**config.mk**
```make
export PLATFORM = sky130hd
export DESIGN_NAME = serial_byte_rx
export DESIGN_NICKNAME = d
export VERILOG_FILES = /design/src/rtl/serial_rx_pkg.sv /design/src/rtl/rx_bit_timer.sv /design/src/rtl/serial_byte_rx.sv
export SDC_FILE = /design/constraint.sdc
export NUM_CORES = 1
export LEC_CHECK = 0
export BUFFER_PORTS_ARGS = -buffer_cell sky130_fd_sc_hd__buf_4
export CAP_MARGIN = 20
export CORE_MARGIN = 5
export CORE_UTILIZATION = 40
export CTS_CLUSTER_DIAMETER = 200
export DETAILED_ROUTE_END_ITERATION = 10
export GPL_ROUTABILITY_DRIVEN = 0
export SETUP_SLACK_MARGIN = 0.15
export SYNTH_ARGS = -nofsm -noshare
export SYNTH_HDL_FRONTEND = slang
export SYNTH_SLANG_ARGS = --single-unit
export TNS_END_PERCENT = 1
```
**constraint.sdc**
```tcl
create_clock -name clk -period 2.35 [get_ports clk]
set_input_delay 0.5875 -clock clk [delete_from_list [all_inputs] [get_ports clk]]
set_output_delay 0.5875 -clock clk [all_outputs]
set_load 0.05 [all_outputs]
```
**src/rtl/serial_rx_pkg.sv**
```systemverilog
// Shared types and constants for the serial byte receiver.
package serial_rx_pkg;

  typedef enum logic [2:0] {
    IDLE,
    START_CHK,
    DATA,
    STOP_CHK,
    LOAD
  } rx_state_t;

  localparam logic IDLE_LEVEL = 1'b1;

endpackage

```
**src/rtl/rx_bit_timer.sv**
```systemverilog
// Bit-period timer: the first strobe arrives after half a bit period (start-bit
// centre), and each later strobe arrives one full bit period after the previous one.
module rx_bit_timer #(
  parameter int CLKS_PER_BIT = 10
) (
  input  logic clk,
  input  logic n_rst,
  input  logic enable,
  input  logic restart,
  output logic sample_strobe
);

  localparam int CW = $clog2(CLKS_PER_BIT);
  localparam logic [CW-1:0] HALF_LAST = CW'(CLKS_PER_BIT / 2 - 1);
  localparam logic [CW-1:0] FULL_LAST = CW'(CLKS_PER_BIT - 1);

  logic [CW-1:0] cnt_q, cnt_d;
  logic          first_q, first_d;

  assign sample_strobe = enable && (cnt_q == (first_q ? HALF_LAST : FULL_LAST));

  always_comb begin
    cnt_d   = cnt_q;
    first_d = first_q;
    if (restart || !enable) begin
      cnt_d   = '0;
      first_d = 1'b1;
    end else if (sample_strobe) begin
      cnt_d   = '0;
      first_d = 1'b0;
    end else begin
      cnt_d = cnt_q + 1'b1;
    end
  end

  always_ff @(posedge clk or negedge n_rst) begin
    if (!n_rst) begin
      cnt_q   <= '0;
      first_q <= 1'b1;
    end else begin
      cnt_q   <= cnt_d;
      first_q <= first_d;
    end
  end

endmodule

```
**src/rtl/serial_byte_rx.sv**
```systemverilog
// Serial-to-parallel byte receiver with start-glitch rejection, stop-bit check
// and a ready/read handoff carrying framing and overrun flags.
module serial_byte_rx
  import serial_rx_pkg::*;
#(
  parameter int DATA_BITS    = 8,
  parameter int CLKS_PER_BIT = 10
) (
  input  logic                 clk,
  input  logic                 n_rst,
  input  logic                 serial_in,
  input  logic                 data_read,
  output logic [DATA_BITS-1:0] rx_data,
  output logic                 data_ready,
  output logic                 overrun_error,
  output logic                 framing_error,
  output rx_state_t            dbg_state
);

  localparam int BCW = $clog2(DATA_BITS + 1);
  localparam logic [BCW-1:0] LAST_BIT = BCW'(DATA_BITS - 1);

  logic                 sync1_q, sync2_q, prev_q;
  logic [DATA_BITS-1:0] shift_q, rx_data_q;
  logic                 ready_q, overrun_q, framing_q;
  logic [BCW-1:0]       bit_cnt_q;
  rx_state_t            state_q;
  logic                 fall, timer_en, strobe;

  assign fall     = prev_q & ~sync2_q;
  assign timer_en = (state_q == START_CHK) || (state_q == DATA) || (state_q == STOP_CHK);

  rx_bit_timer #(.CLKS_PER_BIT(CLKS_PER_BIT)) u_timer (
    .clk          (clk),
    .n_rst        (n_rst),
    .enable       (timer_en),
    .restart      ((state_q == IDLE) && fall),
    .sample_strobe(strobe)
  );

  always_ff @(posedge clk or negedge n_rst) begin
    if (!n_rst) begin
      sync1_q <= IDLE_LEVEL;
      sync2_q <= IDLE_LEVEL;
      prev_q  <= IDLE_LEVEL;
    end else begin
      sync1_q <= serial_in;
      sync2_q <= sync1_q;
      prev_q  <= sync2_q;
    end
  end

  // Handshake: data_ready high means rx_data holds an unread byte; data_read high
  // while data_ready is high consumes it on the next edge. A load on the same edge
  // wins, so the new byte stays pending and the overrun flag is cleared.
  always_ff @(posedge clk or negedge n_rst) begin
    if (!n_rst) begin
      shift_q   <= '1;
      rx_data_q <= '1;
      ready_q   <= 1'b0;
      overrun_q <= 1'b0;
      framing_q <= 1'b0;
      bit_cnt_q <= '0;
      state_q   <= IDLE;
    end else begin
      if (data_read) begin
        ready_q   <= 1'b0;
        overrun_q <= 1'b0;
      end
      case (state_q)
        IDLE: if (fall) begin
          framing_q <= 1'b0;
          state_q   <= START_CHK;
        end
        START_CHK: if (strobe) begin
          bit_cnt_q <= '0;
          state_q   <= (sync2_q == IDLE_LEVEL) ? IDLE : DATA;
        end
        DATA: if (strobe) begin
          shift_q <= {sync2_q, shift_q[DATA_BITS-1:1]};
          if (bit_cnt_q == LAST_BIT) state_q <= STOP_CHK;
          else bit_cnt_q <= bit_cnt_q + 1'b1;
        end
        STOP_CHK: if (strobe) begin
          // Outputs update on the edge entering LOAD so the byte is visible
          // the cycle right after the stop sample.
          if (sync2_q == IDLE_LEVEL) begin
            rx_data_q <= shift_q;
            ready_q   <= 1'b1;
            overrun_q <= ready_q & ~data_read;
            state_q   <= LOAD;
          end else begin
            framing_q <= 1'b1;
            state_q   <= IDLE;
          end
        end
        LOAD:    state_q <= IDLE;
        default: state_q <= IDLE;
      endcase
    end
  end

  assign rx_data       = rx_data_q;
  assign data_ready    = ready_q;
  assign overrun_error = overrun_q;
  assign framing_error = framing_q;
  assign dbg_state     = state_q;

endmodule

```
==> flow_results.org <==
** Logic synthesis
- The mapped netlist covers between 1000 and 1500 um2.
- The largest total area in the synthesized netlist belongs to dfstp_2.
- In this run, distinct cell masters in the synthesized netlist total 37.
- The synthesized design contains 34 register bits.
- By area the synthesized netlist is led by dfstp_2 (35%), dfrtp_1 (23%), mux2_2 (11%), nand4bb_4 (3.7%), nor2_1 (2.5%).
- Area fraction of the dominant cell type after synthesis :: 0.351
- Mean cell area of the mapped netlist :: approximately 14 um2
- Among all flip-flop cells after synthesis, the most frequent one is dfstp_2.
- Synthesized net count :: between 100 and 150
- Synthesized instance count :: between 100 and 150
- Fraction of the yosys area taken by sequential cells :: 0.584
- Fraction of registers with async set/reset :: 1.00
- Counting flops with a built-in enable in the synthesized netlist gives 0.
- The Yosys step of the flow raised 0 warnings.

** Cells and area
- Highest-count cells in the layout ignoring fill and taps :: buf_4 (20), dfstp_2 (20), mux2_2 (14), dfrtp_1 (14), nor2_1 (10)
- Antenna diode instance count :: 0
- Combined area of the multi-input logic cells :: approximately 590 um2
- Fraction of layout cells with a size suffix above 1 :: 0.522
- In the final design database the tool counted around 140 nets.
- With fillers left out, the area of the finished cells amounts to about 1800 um2.
- Number of filler instances in the final layout :: ~340
- Synthesis-to-layout area growth :: 19.4%
- Summing all flip-flop and latch instances after layout gives roughly 880 um2.

** Timing
- Final worst path period need :: between 1.5 and 2 ns
- Maximum operating frequency :: slightly above 500 MHz
- Final-report hold violation count :: 0
- The clock arrives with about 0.007 ns of skew.
- Unrepaired setup endpoints after global routing :: no
- Final max-slew violation count :: 0
- Slew HR :: 0.704
- Final critical-path share of the clock period :: 0.830
- Setup violations remaining at the end of the flow were counted as 0.
- Worst-margin pin slew :: ~0.44 ns
- In the final timing run, aggregate negative setup slack is 0 ns.

** Clock network
- Post-CTS repair timing setup buffer count :: 0
- Clk_lat worst skew :: 0.28 ns
- CTS saw 34 sinks.
- TritonCTS clock tree :: yes
- Gates resized during post-CTS repair numbered 0.
- After clock tree synthesis, the clock-pin slew on the worst setup and hold paths is 0.07 ns.
- CTS hold repair buffers :: 0
- The clock passes through at most 2 buffers.
- The clock tree synthesis step divided the H-tree into 2 levels.
- Number of buffers added by the clock tree synthesis step :: 5
- The tree is rooted in a clkbuf_8.

** Worst setup path
- The signal on the critical path passes through nand2b_1, a2111oi_4, buf_4, mux2_2.
- Of all nets on the critical path, the largest fanout is 8.
- The worst setup path is of the reg2reg kind.
- Critical Path Source Type :: register
- Data required time of the critical path :: roughly 2.6 ns
- For this run, the slowest stage of the critical path takes 0.51 ns.
- The largest individual stage delay along the critical path comes from the cell a2111oi_4.
- Kind of cell with the highest combined delay on the critical path :: compound AO/OA/AOI/OAI gates
- Worst Path Arrival :: approximately 2.2 ns
- Counting both buffers and inverters, the worst setup path holds a total of 1.
- Type of destination of the critical path :: register

** Floorplan
- In this run the core area contains 22 standard-cell rows.
- The core region is 3630 um2.
- Number of top-level design ports :: 18
- The die covers 5070 um2.
- Vertical die dimension :: slightly above 70 um
- Initial core utilization :: 0.413
- Horizontal die dimension :: 71.2 um

** Min path
- The tightest min-delay check is of the in2async type.

** Routing
- First-pass iteration count of the detailed router :: 4
- Routed length per placed instance :: ~15 um
- After detailed routing, the number of remaining DRC violations is 0.
- The detailed router placed ~930 vias in this run.
- For this block, the initial DRC count from the detailed router was 93.
- The final layout contains routed wiring with a total length of between 2000 and 3000 um.
- Once detail routing completed, the nets flagged for antenna violations numbered 0.
- Via density per instance :: about 5

** Place
- Buffers placed on the I/O ports in this run total 17.
- Standard cell area after detailed placement :: 1700 um2
- Estimated wirelength of the detail-placed design :: 1860 um

** Run
- The tool flagged a number of max-cap violations equal to 0.

** Power
- Across the VDD grid, the largest voltage drop is around 0.38 mV.
- Summed over all cells, the static leakage comes to 0.000779 uW.
- Dividing total power by cell area gives a power density of around 950 nW/um2.
- Total power :: around 1700 uW

** Global route
- The via count of the first global-routing pass was around 970.
- Pin count of the biggest net entering global routing :: 35
- Overall global routing resource usage :: 0.119
- The first global-routing pass estimated roughly 4700 um of wire.
- Remaining Overflow, GRT :: 0
- The number of antenna violations at the first check in global routing was 0.

** Outcome
- The flow ran to the end, and the final reports show no timing, DRC or antenna violations.
## worst paths after layout
kind	start	end	slack (ns)	depth (start not counted)
worst max-delay path	dbg_state[2]	rx_data[2]	0.40	4
max in group asynchronous	n_rst	rx_data[1]	1.76	1
worst min-delay path	n_rst	u_timer.cnt_q[2]	0.24	1
min in group clk	sync1_q	sync2_q	0.36	0
worst min register to register	sync1_q	sync2_q	0.36	0
worst max register to register	dbg_state[2]	rx_data[2]	0.40	4
## kinds of logic (layout without fill, tap and decap cells)
family                   Yosys count  in the layout  synth area share
AND/OR/NAND/NOR                   30             30             0.135
multiplexers                      18             18             0.139
buffers and inverters              8             34            0.0225
flip-flops                        34             34             0.584
XOR/XNOR                           2              2            0.0117
AO/OA/AOI/OAI                     16             16            0.0910
adder cells (fa/ha/maj)            2              2            0.0167
## synth_stat cells (all sizes together), types with 2 or more instances
cell type and instances:
dfstp 20, nand4bb 3, a21oi 4, nand2 4, mux2 16, dfrtp 14, nor3b 2, nor3 3
mux2i 2, nand3 2, inv 6, nor2 10, ha 2, a211oi 2
## layout make-up
cell class / instances / share of cell area
clock buffers: 7 / 0.0483
clock inverters: 1 / 0.00280
inverters: 6 / 0.0126
multi-input cells: 68 / 0.329
flip-flops and latches: 34 / 0.490
well taps: 48 / 0.0336
repair buffers: 20 / 0.0839
## metrics by stage
step / hold WS [ns] / setup slack (ns) / utilization / std cells
global route: 0.273 / 0.314 / 0.492 / 184
global placement: 0.346 / 0.478 / 0.467 / 176
finish: 0.238 / 0.400 / 0.492 / 184
CTS: 0.245 / 0.396 / 0.492 / 184
floorplan: 0.292 / 0.251 / - / 110
detailed placement: 0.348 / 0.413 / 0.467 / 176
## flip-flops by register name (all words and copies together), names as in the netlist
signal	flops
dbg_state	3
rx_data	8
bit_cnt_q	4
overrun_error	1
u_timer.cnt_q	4
shift_q	8
sync2_q	1
framing_error	1
sync1_q	1
prev_q	1
u_timer.first_q	1
data_ready	1
## report_power, final
group / leakage [uW] / switching (uW) / internal [uW]
Sequential: 0.000392 / 114 / 682
Combinational: 0.000339 / 265 / 208
Clock: 0.0000482 / 204 / 236
Total: 0.000779 / 583 / 1130
## worst reg2reg max path: cells and delay by family (launching register included)
family                 cells  cell delay (ns)
AOI/OAI and AO/OA          1             0.51
buffers and inverters      1             0.25
DFF                        1             0.46
muxes                      1             0.35
and+or+nand+nor            1             0.31
## layer usage
layer,up-vias,wire [um],part of all wire,track usage
met3,5,140,0.051,0.0519
met5,-,0,0,0
met1,466,1270,0.46,0.155
met2,17,1300,0.48,0.177
li1,446,-,-,-
met4,0,25,0.0091,0.0438
(Power assumes the default switching activity.)
